### src/rtl/risc_v_ctrl_pkg.sv
// -----------------------------------------------------------------------------
// risc_v_ctrl_pkg
//   Shared definitions for the multi-cycle RV32I controller:
//   - state_t : main FSM state encoding (also exported on the debug State port)
//   - opcode constants for the supported instruction classes
//   - ALUOp / ALUControl codes and the ResultSrc, ALUSrcA, ALUSrcB, ImmSrc
//     mux encodings
//   - imm_src() : opcode -> immediate format decode
// -----------------------------------------------------------------------------
package risc_v_ctrl_pkg;

  // Main FSM states. Encodings 11..15 are unused and fall back to FETCH.
  typedef enum logic [3:0] {
    FETCH    = 4'd0,
    DECODE   = 4'd1,
    MEMADR   = 4'd2,
    MEMREAD  = 4'd3,
    MEMWB    = 4'd4,
    MEMWRITE = 4'd5,
    EXECR    = 4'd6,
    EXECI    = 4'd7,
    ALUWB    = 4'd8,
    BRANCH   = 4'd9,
    JAL      = 4'd10
  } state_t;

  // Opcodes (Instr[6:0])
  localparam logic [6:0] OP_LW  = 7'b0000011;
  localparam logic [6:0] OP_SW  = 7'b0100011;
  localparam logic [6:0] OP_R   = 7'b0110011;
  localparam logic [6:0] OP_I   = 7'b0010011;
  localparam logic [6:0] OP_BR  = 7'b1100011;
  localparam logic [6:0] OP_JAL = 7'b1101111;

  // ALUOp: selects how the ALU decoder forms ALUControl
  localparam logic [1:0] ALUOP_ADD   = 2'b00;
  localparam logic [1:0] ALUOP_SUB   = 2'b01;
  localparam logic [1:0] ALUOP_FUNCT = 2'b10;

  // ALUControl codes
  localparam logic [2:0] ALU_ADD = 3'b000;
  localparam logic [2:0] ALU_SUB = 3'b001;
  localparam logic [2:0] ALU_AND = 3'b010;
  localparam logic [2:0] ALU_OR  = 3'b011;
  localparam logic [2:0] ALU_SLT = 3'b101;

  // ResultSrc
  localparam logic [1:0] RES_ALUOUT    = 2'b00;
  localparam logic [1:0] RES_DATA      = 2'b01;
  localparam logic [1:0] RES_ALURESULT = 2'b10;

  // ALUSrcA
  localparam logic [1:0] SRCA_PC    = 2'b00;
  localparam logic [1:0] SRCA_OLDPC = 2'b01;
  localparam logic [1:0] SRCA_RD1   = 2'b10;

  // ALUSrcB
  localparam logic [1:0] SRCB_RD2  = 2'b00;
  localparam logic [1:0] SRCB_IMM  = 2'b01;
  localparam logic [1:0] SRCB_FOUR = 2'b10;

  // ImmSrc
  localparam logic [1:0] IMM_I = 2'b00;
  localparam logic [1:0] IMM_S = 2'b01;
  localparam logic [1:0] IMM_B = 2'b10;
  localparam logic [1:0] IMM_J = 2'b11;

  // Immediate format for an opcode. R-type and unknown opcodes carry no
  // immediate; I-format is returned so the extender output is still defined.
  function automatic logic [1:0] imm_src(input logic [6:0] op);
    logic [1:0] sel;
    case (op)
      OP_SW:   sel = IMM_S;
      OP_BR:   sel = IMM_B;
      OP_JAL:  sel = IMM_J;
      default: sel = IMM_I;
    endcase
    return sel;
  endfunction

endpackage

### src/rtl/alu_decoder.sv
// -----------------------------------------------------------------------------
// alu_decoder
//   Combinational map from ALUOp (set by the main FSM) and the instruction's
//   funct3 / op[5] / funct7[5] fields to the ALUControl code.
// Ports
//   alu_op      in  2              00 add, 01 sub, 10 decode from funct3
//   funct3      in  FUNCT3_WIDTH   Instr[14:12]
//   op5         in  1              Instr[5]: 1 for R-type, 0 for I-type ALU
//   funct7_5    in  1              Instr[30]
//   alu_control out ALU_CTRL_WIDTH ALU operation code
// -----------------------------------------------------------------------------
module alu_decoder
  import risc_v_ctrl_pkg::*;
#(
  parameter int FUNCT3_WIDTH   = 3,
  parameter int ALU_CTRL_WIDTH = 3
) (
  input  logic [1:0]                alu_op,
  input  logic [FUNCT3_WIDTH-1:0]   funct3,
  input  logic                      op5,
  input  logic                      funct7_5,
  output logic [ALU_CTRL_WIDTH-1:0] alu_control
);

  always_comb begin
    alu_control = ALU_ADD;
    case (alu_op)
      ALUOP_ADD: alu_control = ALU_ADD;
      ALUOP_SUB: alu_control = ALU_SUB;
      ALUOP_FUNCT: begin
        case (funct3)
          // funct7[5] only selects sub for register-register ops; addi has
          // arbitrary immediate bits in that position.
          3'b000:  alu_control = (op5 && funct7_5) ? ALU_SUB : ALU_ADD;
          3'b010:  alu_control = ALU_SLT;
          3'b110:  alu_control = ALU_OR;
          3'b111:  alu_control = ALU_AND;
          default: alu_control = ALU_ADD;
        endcase
      end
      default: alu_control = ALU_ADD;
    endcase
  end

endmodule

### src/rtl/multicycle_ctrl.sv
// -----------------------------------------------------------------------------
// multicycle_ctrl
//   Moore-style main FSM plus ALU decoder for a multi-cycle RV32I datapath
//   (lw, sw, R-type, I-type ALU, beq/bne, jal) built around one shared ALU and
//   one unified instruction/data memory with a MemReady handshake.
// Ports
//   CLK        in   1  clock, rising edge
//   rst        in   1  asynchronous active-high reset
//   op         in   7  Instr[6:0] from the instruction register
//   funct3     in   3  Instr[14:12]
//   funct7_5   in   1  Instr[30]
//   Zero       in   1  ALU zero flag
//   MemReady   in   1  memory completes the current access this cycle
//   PCWrite    out  1  PC load enable
//   AdrSrc     out  1  memory address: 0=PC, 1=ALUOut
//   MemWrite   out  1  memory write enable
//   IRWrite    out  1  IR / OldPC load enable
//   ResultSrc  out  2  00 ALUOut, 01 Data, 10 ALUResult
//   ALUSrcA    out  2  00 PC, 01 OldPC, 10 RD1
//   ALUSrcB    out  2  00 RD2, 01 ImmExt, 10 const 4
//   ImmSrc     out  2  00 I, 01 S, 10 B, 11 J (from op, every state)
//   ALUControl out  3  ALU operation
//   RegWrite   out  1  register file write enable
//   Retire     out  1  pulse in the last cycle of each instruction
//   Illegal    out  1  pulse when DECODE sees an unsupported opcode
//   State      out  4  current state (debug)
// -----------------------------------------------------------------------------
module multicycle_ctrl
  import risc_v_ctrl_pkg::*;
#(
  parameter int OP_WIDTH       = 7,
  parameter int FUNCT3_WIDTH   = 3,
  parameter int ALU_CTRL_WIDTH = 3,
  parameter int IMM_SRC_WIDTH  = 2,
  parameter int STATE_WIDTH    = 4
) (
  input  logic                      CLK,
  input  logic                      rst,
  input  logic [OP_WIDTH-1:0]       op,
  input  logic [FUNCT3_WIDTH-1:0]   funct3,
  input  logic                      funct7_5,
  input  logic                      Zero,
  input  logic                      MemReady,
  output logic                      PCWrite,
  output logic                      AdrSrc,
  output logic                      MemWrite,
  output logic                      IRWrite,
  output logic [1:0]                ResultSrc,
  output logic [1:0]                ALUSrcA,
  output logic [1:0]                ALUSrcB,
  output logic [IMM_SRC_WIDTH-1:0]  ImmSrc,
  output logic [ALU_CTRL_WIDTH-1:0] ALUControl,
  output logic                      RegWrite,
  output logic                      Retire,
  output logic                      Illegal,
  output logic [STATE_WIDTH-1:0]    State
);

  state_t     state;
  logic [1:0] alu_op;

  // ---------------------------------------------------------------------------
  // Main FSM state register and transitions. MemReady is only looked at in
  // the three states that wait on memory.
  // ---------------------------------------------------------------------------
  always_ff @(posedge CLK or posedge rst) begin
    if (rst) begin
      state <= FETCH;
    end else begin
      case (state)
        FETCH:    if (MemReady) state <= DECODE;
        DECODE: begin
          case (op)
            OP_LW, OP_SW: state <= MEMADR;
            OP_R:         state <= EXECR;
            OP_I:         state <= EXECI;
            OP_BR:        state <= BRANCH;
            OP_JAL:       state <= JAL;
            default:      state <= FETCH;
          endcase
        end
        // op[5] is the only bit separating sw from lw.
        MEMADR:   state <= op[5] ? MEMWRITE : MEMREAD;
        MEMREAD:  if (MemReady) state <= MEMWB;
        MEMWB:    state <= FETCH;
        MEMWRITE: if (MemReady) state <= FETCH;
        EXECR:    state <= ALUWB;
        EXECI:    state <= ALUWB;
        ALUWB:    state <= FETCH;
        BRANCH:   state <= FETCH;
        // jal reuses ALUWB to write OldPC+4 to rd.
        JAL:      state <= ALUWB;
        default:  state <= FETCH;
      endcase
    end
  end

  // ---------------------------------------------------------------------------
  // Output decode. Outputs follow the state, except for the handshake-gated
  // enables in FETCH/MEMWRITE, the branch condition and the illegal flag.
  // ---------------------------------------------------------------------------
  always_comb begin
    PCWrite   = 1'b0;
    AdrSrc    = 1'b0;
    MemWrite  = 1'b0;
    IRWrite   = 1'b0;
    ResultSrc = RES_ALUOUT;
    ALUSrcA   = SRCA_PC;
    ALUSrcB   = SRCB_RD2;
    alu_op    = ALUOP_ADD;
    RegWrite  = 1'b0;
    Retire    = 1'b0;
    Illegal   = 1'b0;

    case (state)
      FETCH: begin
        // PC+4 goes straight from ALUResult into the PC while the memory
        // returns the instruction.
        ALUSrcA   = SRCA_PC;
        ALUSrcB   = SRCB_FOUR;
        ResultSrc = RES_ALURESULT;
        IRWrite   = MemReady;
        PCWrite   = MemReady;
      end
      DECODE: begin
        // Precompute OldPC+imm so BRANCH/JAL find their target in ALUOut.
        ALUSrcA = SRCA_OLDPC;
        ALUSrcB = SRCB_IMM;
        case (op)
          OP_LW, OP_SW, OP_R, OP_I, OP_BR, OP_JAL: Illegal = 1'b0;
          default:                                 Illegal = 1'b1;
        endcase
      end
      MEMADR: begin
        ALUSrcA = SRCA_RD1;
        ALUSrcB = SRCB_IMM;
      end
      MEMREAD: begin
        AdrSrc = 1'b1;
      end
      MEMWB: begin
        ResultSrc = RES_DATA;
        RegWrite  = 1'b1;
        Retire    = 1'b1;
      end
      MEMWRITE: begin
        // MemWrite stays high through every wait cycle.
        AdrSrc   = 1'b1;
        MemWrite = 1'b1;
        Retire   = MemReady;
      end
      EXECR: begin
        ALUSrcA = SRCA_RD1;
        ALUSrcB = SRCB_RD2;
        alu_op  = ALUOP_FUNCT;
      end
      EXECI: begin
        ALUSrcA = SRCA_RD1;
        ALUSrcB = SRCB_IMM;
        alu_op  = ALUOP_FUNCT;
      end
      ALUWB: begin
        ResultSrc = RES_ALUOUT;
        RegWrite  = 1'b1;
        Retire    = 1'b1;
      end
      BRANCH: begin
        // Target is already in ALUOut; funct3[0] turns beq into bne.
        ALUSrcA   = SRCA_RD1;
        ALUSrcB   = SRCB_RD2;
        alu_op    = ALUOP_SUB;
        ResultSrc = RES_ALUOUT;
        PCWrite   = Zero ^ funct3[0];
        Retire    = 1'b1;
      end
      JAL: begin
        // Load the jump target from ALUOut while the ALU forms OldPC+4.
        ALUSrcA   = SRCA_OLDPC;
        ALUSrcB   = SRCB_FOUR;
        ResultSrc = RES_ALUOUT;
        PCWrite   = 1'b1;
      end
      default: begin
        PCWrite = 1'b0;
      end
    endcase

    // Reset drops every architectural write and pulse immediately, so an
    // instruction caught mid-flight leaves no partial update behind.
    if (rst) begin
      PCWrite  = 1'b0;
      IRWrite  = 1'b0;
      MemWrite = 1'b0;
      RegWrite = 1'b0;
      Retire   = 1'b0;
      Illegal  = 1'b0;
    end
  end

  assign ImmSrc = imm_src(op);
  assign State  = state;

  alu_decoder #(
    .FUNCT3_WIDTH   (FUNCT3_WIDTH),
    .ALU_CTRL_WIDTH (ALU_CTRL_WIDTH)
  ) u_alu_decoder (
    .alu_op      (alu_op),
    .funct3      (funct3),
    .op5         (op[5]),
    .funct7_5    (funct7_5),
    .alu_control (ALUControl)
  );

endmodule

### config.mk
export PLATFORM = sky130hd
export DESIGN_NAME = multicycle_ctrl
export DESIGN_NICKNAME = d
export VERILOG_FILES = /design/src/rtl/risc_v_ctrl_pkg.sv /design/src/rtl/alu_decoder.sv /design/src/rtl/multicycle_ctrl.sv
export SDC_FILE = /design/constraint.sdc
export NUM_CORES = 1
export LEC_CHECK = 0
export ABC_AREA = 1
export CAP_MARGIN = 20
export CORE_ASPECT_RATIO = 1.1
export CORE_MARGIN = 1
export CORE_UTILIZATION = 28
export CTS_CLUSTER_SIZE = 14
export DETAILED_ROUTE_END_ITERATION = 8
export DONT_BUFFER_PORTS = 1
export PLACE_DENSITY = 0.39
export SYNTH_ARGS = -nofsm -noshare
export SYNTH_HDL_FRONTEND = slang
export SYNTH_SLANG_ARGS = --single-unit
### constraint.sdc
create_clock -name CLK -period 3.8 [get_ports CLK]
set_input_delay 0.57 -clock CLK [delete_from_list [all_inputs] [get_ports CLK]]
set_output_delay 0.57 -clock CLK [all_outputs]
set_load 0.02 [all_outputs]
==> flow_summary.json <==
{
  "place_congestion": 0.790,
  "path_buf_inv": 1,
  "syn2layout_area_growth_pct": 7.55,
  "hold_viol_final": 0,
  "syn_area_per_cell_um2": 5.62,
  "p_switching_w": 0.000188,
  "clock_latency_ns": 0.23,
  "pwr-share-seq_pct": 26.4,
  "fin_util_pct": 32.3,
  "outcome": "complete, no violations",
  "vdd_ir_drop_max_v": 0.000295,
  "cp-end-kind": "primary output",
  "min_period_ns": 2.97,
  "cp.required_ns": 3.23,
  "clkSinkCount": 4,
  "drive_gt1_share_pct": 18.9,
  "r2r-end": "State[2]",
  "p_leak_nw": 0.384,
  "switching_share_pct": 58.4,
  "vias": 648,
  "cts_buffers": 3,
  "wl_per_cell_um": 11.5,
  "path_depth": 5,
  "numPortBuffers": 0,
  "synth-seq-cells": 4,
  "initial_core_util_pct": 30.0,
  "largest_register_ffs": 4,
  "p_per_area_mw_per_mm2": 487,
  "drv_cap": 0,
  "slew_violations": 0,
  "start_kind": "flop",
  "die_w_um": 46.6,
  "r2r-start": "State[0]",
  "dieArea_mm2": 0.00238,
  "ant_nets": 0,
  "dp_hpwl_um": 1370,
  "grt_max_degree": 11,
  "htreeDepth": 1,
  "post_cts_buffers": 0,
  "drt_iter0_drc": 8,
  "clock_path_buffers": 2,
  "worst_pin_slew_ns": 0.890,
  "cts_resized": 0,
  "critical-path-top-delay-family": "simple AND/OR/NAND/NOR gates",
  "grt_first_pass_wirelength_um": 2390,
  "first_pass_iters": 4,
  "fin_worst_skew_ns": 0.00333,
  "post-route-period-util_pct": 78.3,
  "yosysSeqAreaShare_pct": 16.3,
  "grt_pass1_vias": 572,
  "ys.warnings.count": 0,
  "whs_ns": 0.120,
  "netlist_area_um2": 613,
  "drc": 0,
  "synth.distinct_cells": 20,
  "rsz0062_at_grt": "no",
  "r2r_cells": 7,
  "max_stage_delay_ns": 0.76,
  "grt_overflow_total": 0,
  "fin_setup_tns_ns": 0,
  "crit_start": "State[0]",
  "slowest_stage": "nor4_1",
  "antennaDiodeCount": 0,
  "reg2reg_slack_ns": 2.33,
  "min_path_type": "input pin to asynchronous set/reset pin",
  "power_frac_comb_pct": 57.4,
  "vias_per_cell": 4.66,
  "nFillCells": 253,
  "setup_viol": 0,
  "grt_usage_pct": 14.3,
  "cts_hold_buf": 0,
  "cts.clk_slew.worst_paths_ns": 0.04,
  "crit_type": "flop to primary output",
  "crit_fanout": 10,
  "path_cells": "inv_1 -> nor2_2 -> nand2_2 -> ha_1 -> nor4_1",
  "cts_root_buffer": "clkbuf_4",
  "crit_end": "ALUControl[2]",
  "p_int_w": 0.000133,
  "antenna_found_initial": 0,
  "fmax_mhz": 336,
  "synthCells": 109,
  "crit_arrival_ns": 2.40,
  "routed_wirelength_um": 1600,
  "slew_headroom_pct": 40.1,
  "fin_nets": 130,
  "num_io_pins": 37,
  "dieHeight_um": 51.1,
  "num_rows": 17,
  "core_mm2": 0.00204,
  "cts_tree": "yes",
  "pwr-share-clk_pct": 16.2,
  "synth_nets": 126
}
-- kinds of logic (layout without fill, tap and decap cells) --
logic type,Yosys count,in the layout,share of synthesized area (%)
xor gates and xnor gates,1,1,1.43
and+or+nand+nor,80,80,62.4
AOI/OAI and AO/OA,3,3,2.86
DFF,4,4,16.3
adders and majority gates,2,2,4.08
buffers and inverters,19,21,12.9
-- placed cells by master, fill, tap and decap left out --
cell type	netlist	layout
dfrtp_1	4	4
and3_1	1	1
inv_2	5	5
clkbuf_4	0	3
nor4_1	1	1
o21ai_1	1	1
nand4_1	2	2
nor2_4	3	3
o211ai_1	1	1
nand3_1	12	12
nand3_2	1	1
nand2_2	4	4
nor2_1	17	17
nor3b_2	1	1
a21oi_1	1	1
ha_1	2	2
xnor2_1	1	1
nor2_2	4	4
inv_1	13	13
nand2_1	34	34
-- stage by stage --
stage                     instances  total power (W)  setup WS (ns)  cell area (um^2)
after floorplan                 109         0.000256           1.32               613
after global placement          136         0.000271           1.12               637
after detailed placement        136         0.000272           1.06               637
after CTS                       139         0.000327          0.800               659
after global routing            139         0.000346          0.700               659
final                           139         0.000321          0.826               659
-- cell usage after synthesis --
master | count | area, um^2
nor2_4 | 3 | 33.8
inv_1 | 13 | 48.8
buf_6 | 1 | 11.3
o211ai_1 | 1 | 7.51
nor3b_2 | 1 | 12.5
o21ai_1 | 1 | 5.00
nand2_2 | 4 | 25.0
ha_1 | 2 | 25.0
inv_2 | 5 | 18.8
dfrtp_1 | 4 | 100
xnor2_1 | 1 | 8.76
nor2_2 | 4 | 25.0
nor2_1 | 17 | 63.8
a21oi_1 | 1 | 5.00
nand2_1 | 34 | 128
nand3_2 | 1 | 10.0
and3_1 | 1 | 6.26
nand3_1 | 12 | 60.1
nor4_1 | 1 | 6.26
nand4_1 | 2 | 12.5
-- power by group through the flow --
stage	sequential (W)	clock [W]	combinational, W
floorplan	0.0000692	0	0.000187
global placement	0.0000853	0	0.000185
detailed placement	0.0000859	0	0.000186
CTS	0.0000853	0.0000550	0.000187
global route	0.0000875	0.0000558	0.000203
finish	0.0000848	0.0000520	0.000184
-- area by class of cell --
type / instances / area [um^2] / area share (%)
multi-input combinational: 86 / 434 / 65.8
inverter: 18 / 67.6 / 10.2
tap: 28 / 35.0 / 5.31
clock buffer: 3 / 22.5 / 3.42
sequential: 4 / 100 / 15.2
-- metal layers --
layer | GRT usage (%) | share of wire [%] | vias to the layer above
li1 | - | - | 344
met1 | 16.3 | 43 | 278
met2 | 23.4 | 48 | 24
met3 | 4.24 | 8.3 | 2
met4 | 7.14 | 0.62 | 0
met5 | 0 | 0 | -
-- how the worst min path moves through the flow --
stage               end  slack [ns]  cells past startpoint  from
4_1_cts        State[0]        0.11                      1   rst
3_3_place_gp   State[3]        0.37                      1   rst
2_1_floorplan  State[0]        0.34                      1   rst
6_report       State[0]        0.12                      1   rst
3_5_place_dp   State[2]        0.37                      1   rst
5_1_grt        State[0]        0.13                      1   rst
No activity file was read; power rests on OpenSTA's default activity.
